[config.mk]
export PLATFORM = sky130hd
export DESIGN_NAME = mux_tree_pipe_flat
export DESIGN_NICKNAME = d
export VERILOG_FILES = /design/src/rtl/mux_tree_pipe_if.sv /design/src/rtl/mux_tree_pipe.sv /design/src/flat_wrapper.sv
export SDC_FILE = /design/constraint.sdc
export NUM_CORES = 1
export LEC_CHECK = 0
export BUFFER_PORTS_ARGS = -buffer_cell sky130_fd_sc_hd__buf_2
export CORE_MARGIN = 1.5
export CORE_UTILIZATION = 31
export DETAILED_ROUTE_END_ITERATION = 16
export GPL_TIMING_DRIVEN = 0
export PLACE_DENSITY_LB_ADDON = 0.1
export SLEW_MARGIN = 20
export SYNTH_ARGS = -nofsm -noshare
export SYNTH_HDL_FRONTEND = slang
export SYNTH_SLANG_ARGS = --single-unit
[constraint.sdc]
create_clock -name clk -period 1.7 [get_ports clk]
set_input_delay 0.34 -clock clk [delete_from_list [all_inputs] [get_ports clk]]
set_output_delay 0.34 -clock clk [all_outputs]
set_load 0.02 [all_outputs]
[src/rtl/mux_tree_pipe_if.sv]
// rtl/mux_tree_pipe_if.sv - stream bundle for the pipelined mux tree (input words/select in, selected word out)
interface mux_tree_pipe_if #(
    parameter int WIDTH    = 8,
    parameter int SEL_BITS = 4
);
    localparam int N = 2 ** SEL_BITS;

    logic                  in_valid;
    logic                  in_ready;
    logic [N*WIDTH-1:0]    a_in;
    logic [SEL_BITS-1:0]   sel;
    logic                  out_valid;
    logic                  out_ready;
    logic [WIDTH-1:0]      out;
    logic [SEL_BITS-1:0]   out_sel;

    modport master (
        output in_valid, a_in, sel, out_ready,
        input  in_ready, out_valid, out, out_sel
    );

    modport slave (
        input  in_valid, a_in, sel, out_ready,
        output in_ready, out_valid, out, out_sel
    );
endinterface

[src/rtl/mux_tree_pipe.sv]
// rtl/mux_tree_pipe.sv - pipelined N:1 radix-4 mux tree with valid/ready and bubble collapsing
module mux_tree_pipe #(
    parameter int WIDTH    = 8,
    parameter int SEL_BITS = 4
) (
    input  logic              clk,
    input  logic              rst,
    mux_tree_pipe_if.slave    bus
);
    localparam int STAGES = (SEL_BITS + 1) / 2;

    logic [STAGES-1:0] v;
    logic [STAGES-1:0] ld;

    for (genvar k = 0; k < STAGES; k++) begin : stg
        localparam int IN_W  = 2 ** (SEL_BITS - 2 * k);
        localparam int RADIX = ((SEL_BITS - 2 * k) >= 2) ? 4 : 2;
        localparam int OUT_W = IN_W / RADIX;
        localparam int SB    = (RADIX == 4) ? 2 : 1;

        logic [IN_W*WIDTH-1:0]  d_in;
        logic [SEL_BITS-1:0]    s_in;
        logic                   v_in;
        logic [SB-1:0]          idx;
        logic [OUT_W*WIDTH-1:0] d_nxt;
        logic [OUT_W*WIDTH-1:0] d_q;
        logic [SEL_BITS-1:0]    s_q;
        logic                   v_q;

        if (k == 0) begin : g_src
            assign d_in = bus.a_in;
            assign s_in = bus.sel;
            assign v_in = bus.in_valid;
        end else begin : g_chain
            assign d_in = stg[k-1].d_q;
            assign s_in = stg[k-1].s_q;
            assign v_in = stg[k-1].v_q;
        end

        assign idx = s_in[2*k +: SB];

        always_comb begin
            d_nxt = '0;
            for (int g = 0; g < OUT_W; g++) begin
                d_nxt[g*WIDTH +: WIDTH] = d_in[(g*RADIX + int'(idx))*WIDTH +: WIDTH];
            end
        end

        // A stage advances if it is empty or anything downstream can move.
        assign ld[k] = bus.out_ready | ~(&v[STAGES-1:k]);
        assign v[k]  = v_q;

        // Data/sel only capture real words; bubbles just clear the valid bit.
        always_ff @(posedge clk or posedge rst) begin
            if (rst) begin
                v_q <= 1'b0;
                d_q <= '0;
                s_q <= '0;
            end else if (ld[k]) begin
                v_q <= v_in;
                if (v_in) begin
                    d_q <= d_nxt;
                    s_q <= s_in;
                end
            end
        end
    end

    assign bus.in_ready  = ld[0];
    assign bus.out_valid = v[STAGES-1];
    assign bus.out       = stg[STAGES-1].d_q;
    assign bus.out_sel   = stg[STAGES-1].s_q;
endmodule

[src/flat_wrapper.sv]
// flat-port wrapper written by rule: the top's interface ports become plain ports
module mux_tree_pipe_flat 
#(
    parameter int WIDTH    = 8,
    parameter int SEL_BITS = 4
)
  (clk, rst, bus_in_valid, bus_a_in, bus_sel, bus_out_ready, bus_in_ready, bus_out_valid, bus_out, bus_out_sel);
  mux_tree_pipe_if #(.WIDTH(WIDTH), .SEL_BITS(SEL_BITS)) bus_i ();
  input  logic clk;
  input  logic rst;
  input wire logic [$bits(bus_i.in_valid)-1:0] bus_in_valid;
  input wire logic [$bits(bus_i.a_in)-1:0] bus_a_in;
  input wire logic [$bits(bus_i.sel)-1:0] bus_sel;
  input wire logic [$bits(bus_i.out_ready)-1:0] bus_out_ready;
  output wire logic [$bits(bus_i.in_ready)-1:0] bus_in_ready;
  output wire logic [$bits(bus_i.out_valid)-1:0] bus_out_valid;
  output wire logic [$bits(bus_i.out)-1:0] bus_out;
  output wire logic [$bits(bus_i.out_sel)-1:0] bus_out_sel;
  assign bus_i.in_valid = bus_in_valid;
  assign bus_i.a_in = bus_a_in;
  assign bus_i.sel = bus_sel;
  assign bus_i.out_ready = bus_out_ready;
  assign bus_in_ready = bus_i.in_ready;
  assign bus_out_valid = bus_i.out_valid;
  assign bus_out = bus_i.out;
  assign bus_out_sel = bus_i.out_sel;
  mux_tree_pipe #(.WIDTH(WIDTH), .SEL_BITS(SEL_BITS)) u_core (.clk(clk), .rst(rst), .bus(bus_i));
endmodule
==> metrics.yaml, run 1 <==
status:
  status: "finished, final reports clean"
hold_path:
  hold_path.class: "primary input to async pin"
floorplanning:
  fp.dieW_um: 99.0
  start_util_pct: 32.5
  pin_count: 150
  core_um2: 8810
  fp-row-count: 34
  die_area_um2: 9800
  fp.dieH_um: 99.0
power_and_ir_drop:
  clockPowerShare_pct: 23.7
  power_uw: 3620
  p_int_uw: 2570
  ir_drop_v: 0.000367
  p_comb_share_pct: 31.9
  p_sw_uw: 1050
  power.density_nw_per_um2: 937
  leakage_uw: 0.00177
  swShare_pct: 29.1
  pwr-share-seq_pct: 44.4
placed_design:
  numPortBuffers: 147
  detailed_place_hpwl_um: 5910
  dp_slack_ns: -0.129
  dp.cells: 415
  routabilityCongestion: 0.684
timing:
  setup_violations: 0
  max_clock_freq_mhz: 633
  setup_ws_ns: 0.120
  slew_violations: 0
  finalCriticalPeriod_ns: 1.58
  hold_viol: 0
  worst_pin_slew_ns: 0.552
  setup_tns_ns: 0
  relSlewSlack_pct: 63.2
  grt_setup_unrepaired: "false"
  period_share_pct: 93.0
  skew_ns: 0.0144
worst_setup_path:
  rrSetupSlack_ns: 0.12
  cp_cell_sequence: "buf_2, mux4_2, mux2_2"
  required_ns: 1.90
  critPathKind: "register to register"
  cp_max_fo: 10
  crit_arrival_ns: 1.78
  worstSetupStartpointType: "register"
  cp_slowest_stage_delay_ns: 0.56
  crit_path_end_kind: "register"
  cpMaxStageDelayCell: "mux4_2"
clocking:
  cts_buffers: 5
  path_clk_slew_ns: 0.10
  hold_buffers: 0
  clk_path_buf_depth: 2
  clk_latency_ns: 0.31
  cts_tree: "yes"
  clock_sinks: 50
  clockRootBuffer: "clkbuf_8"
  cts_max_level: 2
global_routing:
  grt_use_total_pct: 15.5
  grt_start_max_net_pins: 28
  antenna_found_initial: 0
  grt_pass1_wl_um: 11500
  overflow: 0
  grt_pass1_vias: 2230
logic_synthesis:
  ys_seq_elements: 50
  synth_area_leader_cell: "dfrtp_1"
  synthTopCellsByArea: "dfrtp_1, mux4_2, mux2_2"
  yosysWarnings: 0
  synth_compound_gate_area_share_pct: 0
  syn_area_per_cell_um2: 18.0
  synthMuxAreaShare_pct: 50.4
  netlist_area_um2: 2860
  synth_cell_types: 13
  ys_seq_area_share_pct: 43.8
  synth_nets: 295
  synth_xor_xnor_area_share_pct: 0
  synth_fa_ha_area_share_pct: 0
  synth_top_family_by_area: "multiplexers"
  synth-simple-area-share_pct: 1.18
  synth_cells: 159
  synth_top_area_share_pct: 43.8
detailed_routing:
  antenna_left: 0
  viasPerCell: 4.99
  firstDrtPassIters: 4
  avgRoutedWirePerCell_um: 17.1
  routed_wirelength_um: 7230
  drc: 0
  drt_iter0_markers: 76
  vias: 2112
layout:
  nNetsFinal: 450
  final_cell_mix: "buf_2, dfrtp_1, mux2_2"
  area_delta_synth_final_pct: 35.2
  layout_commonest_cell: "buf_2"
  final_cells: 423
  fin_util_pct: 43.9
  n_antenna_cell: 0
  drive_above_1_share_pct: 80.0
job:
  cap_violations: 0
## through the flow
stage                     area [µm²]  hold slack (ns)
final                           3860           0.0700
after global routing            3860            0.118
after CTS                       3860           0.0854
after detailed placement        3750            0.424
after global placement          3730            0.465
after floorplan                 2860            0.448
## worst max-delay path, delay by kind of cell, from the launching register on
family	cells	cell delay, ns
mux	2	0.84
flops	1	0.33
buf+inv	1	0.31
## sequential cells by signal (all words and copies together), names as in the netlist
signal / flops
u_core.stg.v_q: 1
u_core.bus.out: 8
u_core.stg.d_q: 32
u_core.bus.out_sel: 4
u_core.stg.s_q: 4
u_core.bus.out_valid: 1
## Yosys cell counts (all sizes together)
master / instances
dfrtp: 50
mux2: 48
clkbuf: 1
nand2: 2
inv: 1
nand3b: 1
buf: 13
mux4: 40
nand2b: 3
## logic make-up after synthesis
kind of cell / Yosys count
buffers and inverters: 15
flip-flops: 50
multiplexers: 88
AND/OR/NAND/NOR: 6
## area by class of cell
cell class | count | area, µm²
Clock inverter | 3 | 43.8
Tap cell | 108 | 135
Clock buffer | 5 | 68.8
Timing Repair Buffer | 148 | 756
Sequential cell | 50 | 1250
Buffer | 14 | 128
Multi-Input combinational cell | 94 | 1480
Inverter | 1 | 3.75
Fill cell | 847 | 4940
## power by group through the flow
stage	registers (µW)	clock network [µW]	logic [µW]
final	1610	858	1150
after global routing	1650	922	1250
after CTS	1610	887	1180
after detailed placement	1630	0	1180
after global placement	1630	0	1150
after floorplan	1740	0	635
## path summary, 6_finish.rpt
check | endpoint | startpoint | depth (start not counted)
min | u_core.stg[0].d_q[0] | rst | 2
max | u_core.bus.out[3] | u_core.stg[0].s_q[3] | 3
max reg2reg | u_core.bus.out[3] | u_core.stg[0].s_q[3] | 3
max in group asynchronous | u_core.stg[0].d_q[27] | rst | 3
min reg2reg | u_core.bus.out_sel[1] | u_core.stg[0].s_q[1] | 1
min in group clk | u_core.stg[0].v_q | bus_in_valid | 2
## routing by layer
layer | track usage (%) | part of all wire (%) | up-vias
met5 | 0 | 0 | -
met4 | 3.30 | 0.87 | 0
met3 | 2.98 | 6.7 | 6
met2 | 26.0 | 49 | 98
met1 | 21.0 | 44 | 1059
li1 | - | - | 949
## repair_timing
action	CTS	global route
resized for setup	0	1
buffers inserted	0	0
endpoints found under the setup margin	0	30
(Power assumes the default switching activity.)
==> run 2, diff against run 1 <==
- CORE_ASPECT_RATIO: default -> 1.4
- CTS_CLUSTER_DIAMETER: default -> 200
- HOLD_SLACK_MARGIN: default -> 0.08
==> metrics.yaml, run 2 (same netlist as run 1, synthesis figures left out) <==
clocking:
  clock_sinks: 50
  cts_max_level: 2
  clockRootBuffer: "clkbuf_16"
  clk_path_buf_depth: 2
  cts_buffers: 5
  cts_post_setup_buffers_inserted: 0
  path_clk_slew_ns: 0.06
  clk_latency_ns: 0.28
  cts_tree: "yes"
layout:
  n_antenna_cell: 0
  drive_above_1_share_pct: 79.4
  final_area_um2: 3910
  layout_commonest_cell: "buf_2"
  nNetsFinal: 451
  largest_reg_flops: 32
  final_cell_mix: "buf_2, dfrtp_1, mux2_2"
  fill_cells: 836
  regMostFlops: "u_core.stg.d_q"
  area_delta_synth_final_pct: 36.7
  final_cells: 423
floorplanning:
  core_um2: 8980
  die_area_um2: 9810
  fp-row-count: 41
  fp.dieW_um: 84.1
  pin_count: 150
  start_util_pct: 31.8
  fp.dieH_um: 117
placed_design:
  placedInstanceArea_um2: 3750
  numPortBuffers: 147
  dp_slack_ns: -0.0742
  dp.cells: 414
  detailed_place_hpwl_um: 5570
  routabilityCongestion: 0.718
status:
  status: "finished, final reports clean"
global_routing:
  antenna_found_initial: 0
  grt_use_total_pct: 14.1
  grt_pass1_wl_um: 10600
  grt_pass1_vias: 2181
  grt_start_max_net_pins: 33
  overflow: 0
detailed_routing:
  firstDrtPassIters: 4
  drt_iter0_markers: 52
  avgRoutedWirePerCell_um: 16.1
  drc: 0
  routed_wirelength_um: 6830
  vias: 2080
  antenna_left: 0
  viasPerCell: 4.92
worst_setup_path:
  cp_max_fo: 10
  worstSetupStartpointType: "register"
  crit_end: "u_core.bus.out[3]"
  reg2reg_to: "u_core.bus.out[3]"
  ff2ff_path_depth: 3
  r2r_start: "u_core.stg[0].s_q[3]"
  critPathKind: "register to register"
  crit_arrival_ns: 1.71
  crit_path_end_kind: "register"
  rrSetupSlack_ns: 0.16
  cp-startpoint: "u_core.stg[0].s_q[3]"
  required_ns: 1.87
power_and_ir_drop:
  leakage_uw: 0.00179
  ir_drop_v: 0.000544
  power.density_nw_per_um2: 959
timing:
  finalCriticalPeriod_ns: 1.54
  setup_ws_ns: 0.160
  max_clock_freq_mhz: 649
  holdWs_ns: 0.263
  skew_ns: 0.00380
  relSlewSlack_pct: 71.1
  worst_pin_slew_ns: 0.433
  setup_violations: 0
  period_share_pct: 90.6
  slew_violations: 0
  hold_viol: 0
  grt_setup_unrepaired: "false"
job:
  cap_violations: 0
hold_path:
  hold_path.class: "primary input to register"
run 2: layout make-up:
type                    instances  area [µm²]  share of cell area, %
multi-input cells              94        1480                   37.8
flip-flops and latches         50        1250                   32.0
repair buffers                149         766                   19.6
clock buffers                   7         143                   3.65
well taps                     107         134                   3.43
plain buffers                  14         128                   3.27
clock inverters                 1        5.00                  0.128
inverters                       1        3.75                 0.0961
run 2: worst min path at each step:
stage                         startpoint                    end  cells past startpoint
floorplan                   bus_in_valid      u_core.stg[0].v_q                      1
global placement    u_core.stg[0].s_q[1]  u_core.bus.out_sel[1]                      1
detailed placement                   rst   u_core.stg[0].s_q[0]                      2
CTS                           bus_sel[2]   u_core.stg[0].s_q[2]                      2
global route                  bus_sel[3]   u_core.stg[0].s_q[3]                      2
finish                        bus_sel[2]   u_core.stg[0].s_q[2]                      2
run 2: repair_timing:
item / CTS / global route
hold endpoints to repair: 18 / 0
hold buffers: 1 / 0
endpoints found under the setup margin: 0 / 14
resized for setup: 0 / 1
run 2: where the power goes:
part | total, µW | switching (µW) | leakage, µW | internal (µW)
clock network | 991 | 407 | 0.0000739 | 584
logic | 1140 | 482 | 0.00113 | 658
registers | 1620 | 145 | 0.000582 | 1470
run 2: worst max-delay path, cell delays in order (launching register included):
cell     delay (ns)
dfrtp_1        0.31
buf_2          0.30
mux4_2         0.55
mux2_2         0.27
run 2: stage by stage:
step / utilization [%] / power (µW) / TNS, ns
detailed placement: 41.7 / 2800 / -1.68
finish: 43.5 / 3750 / 0
CTS: 43.5 / 3810 / 0
floorplan: - / 2370 / 0
global placement: 41.5 / 2780 / -29.77
global route: 43.5 / 3950 / 0
run 2: metal layers:
layer | wire, µm | GRT usage [%] | vias to the layer above
met4 | 62 | 3.61 | 0
li1 | - | - | 949
met3 | 431 | 2.83 | 4
met2 | 3630 | 26.0 | 92
met5 | 0 | 0 | -
met1 | 2710 | 16.9 | 1035
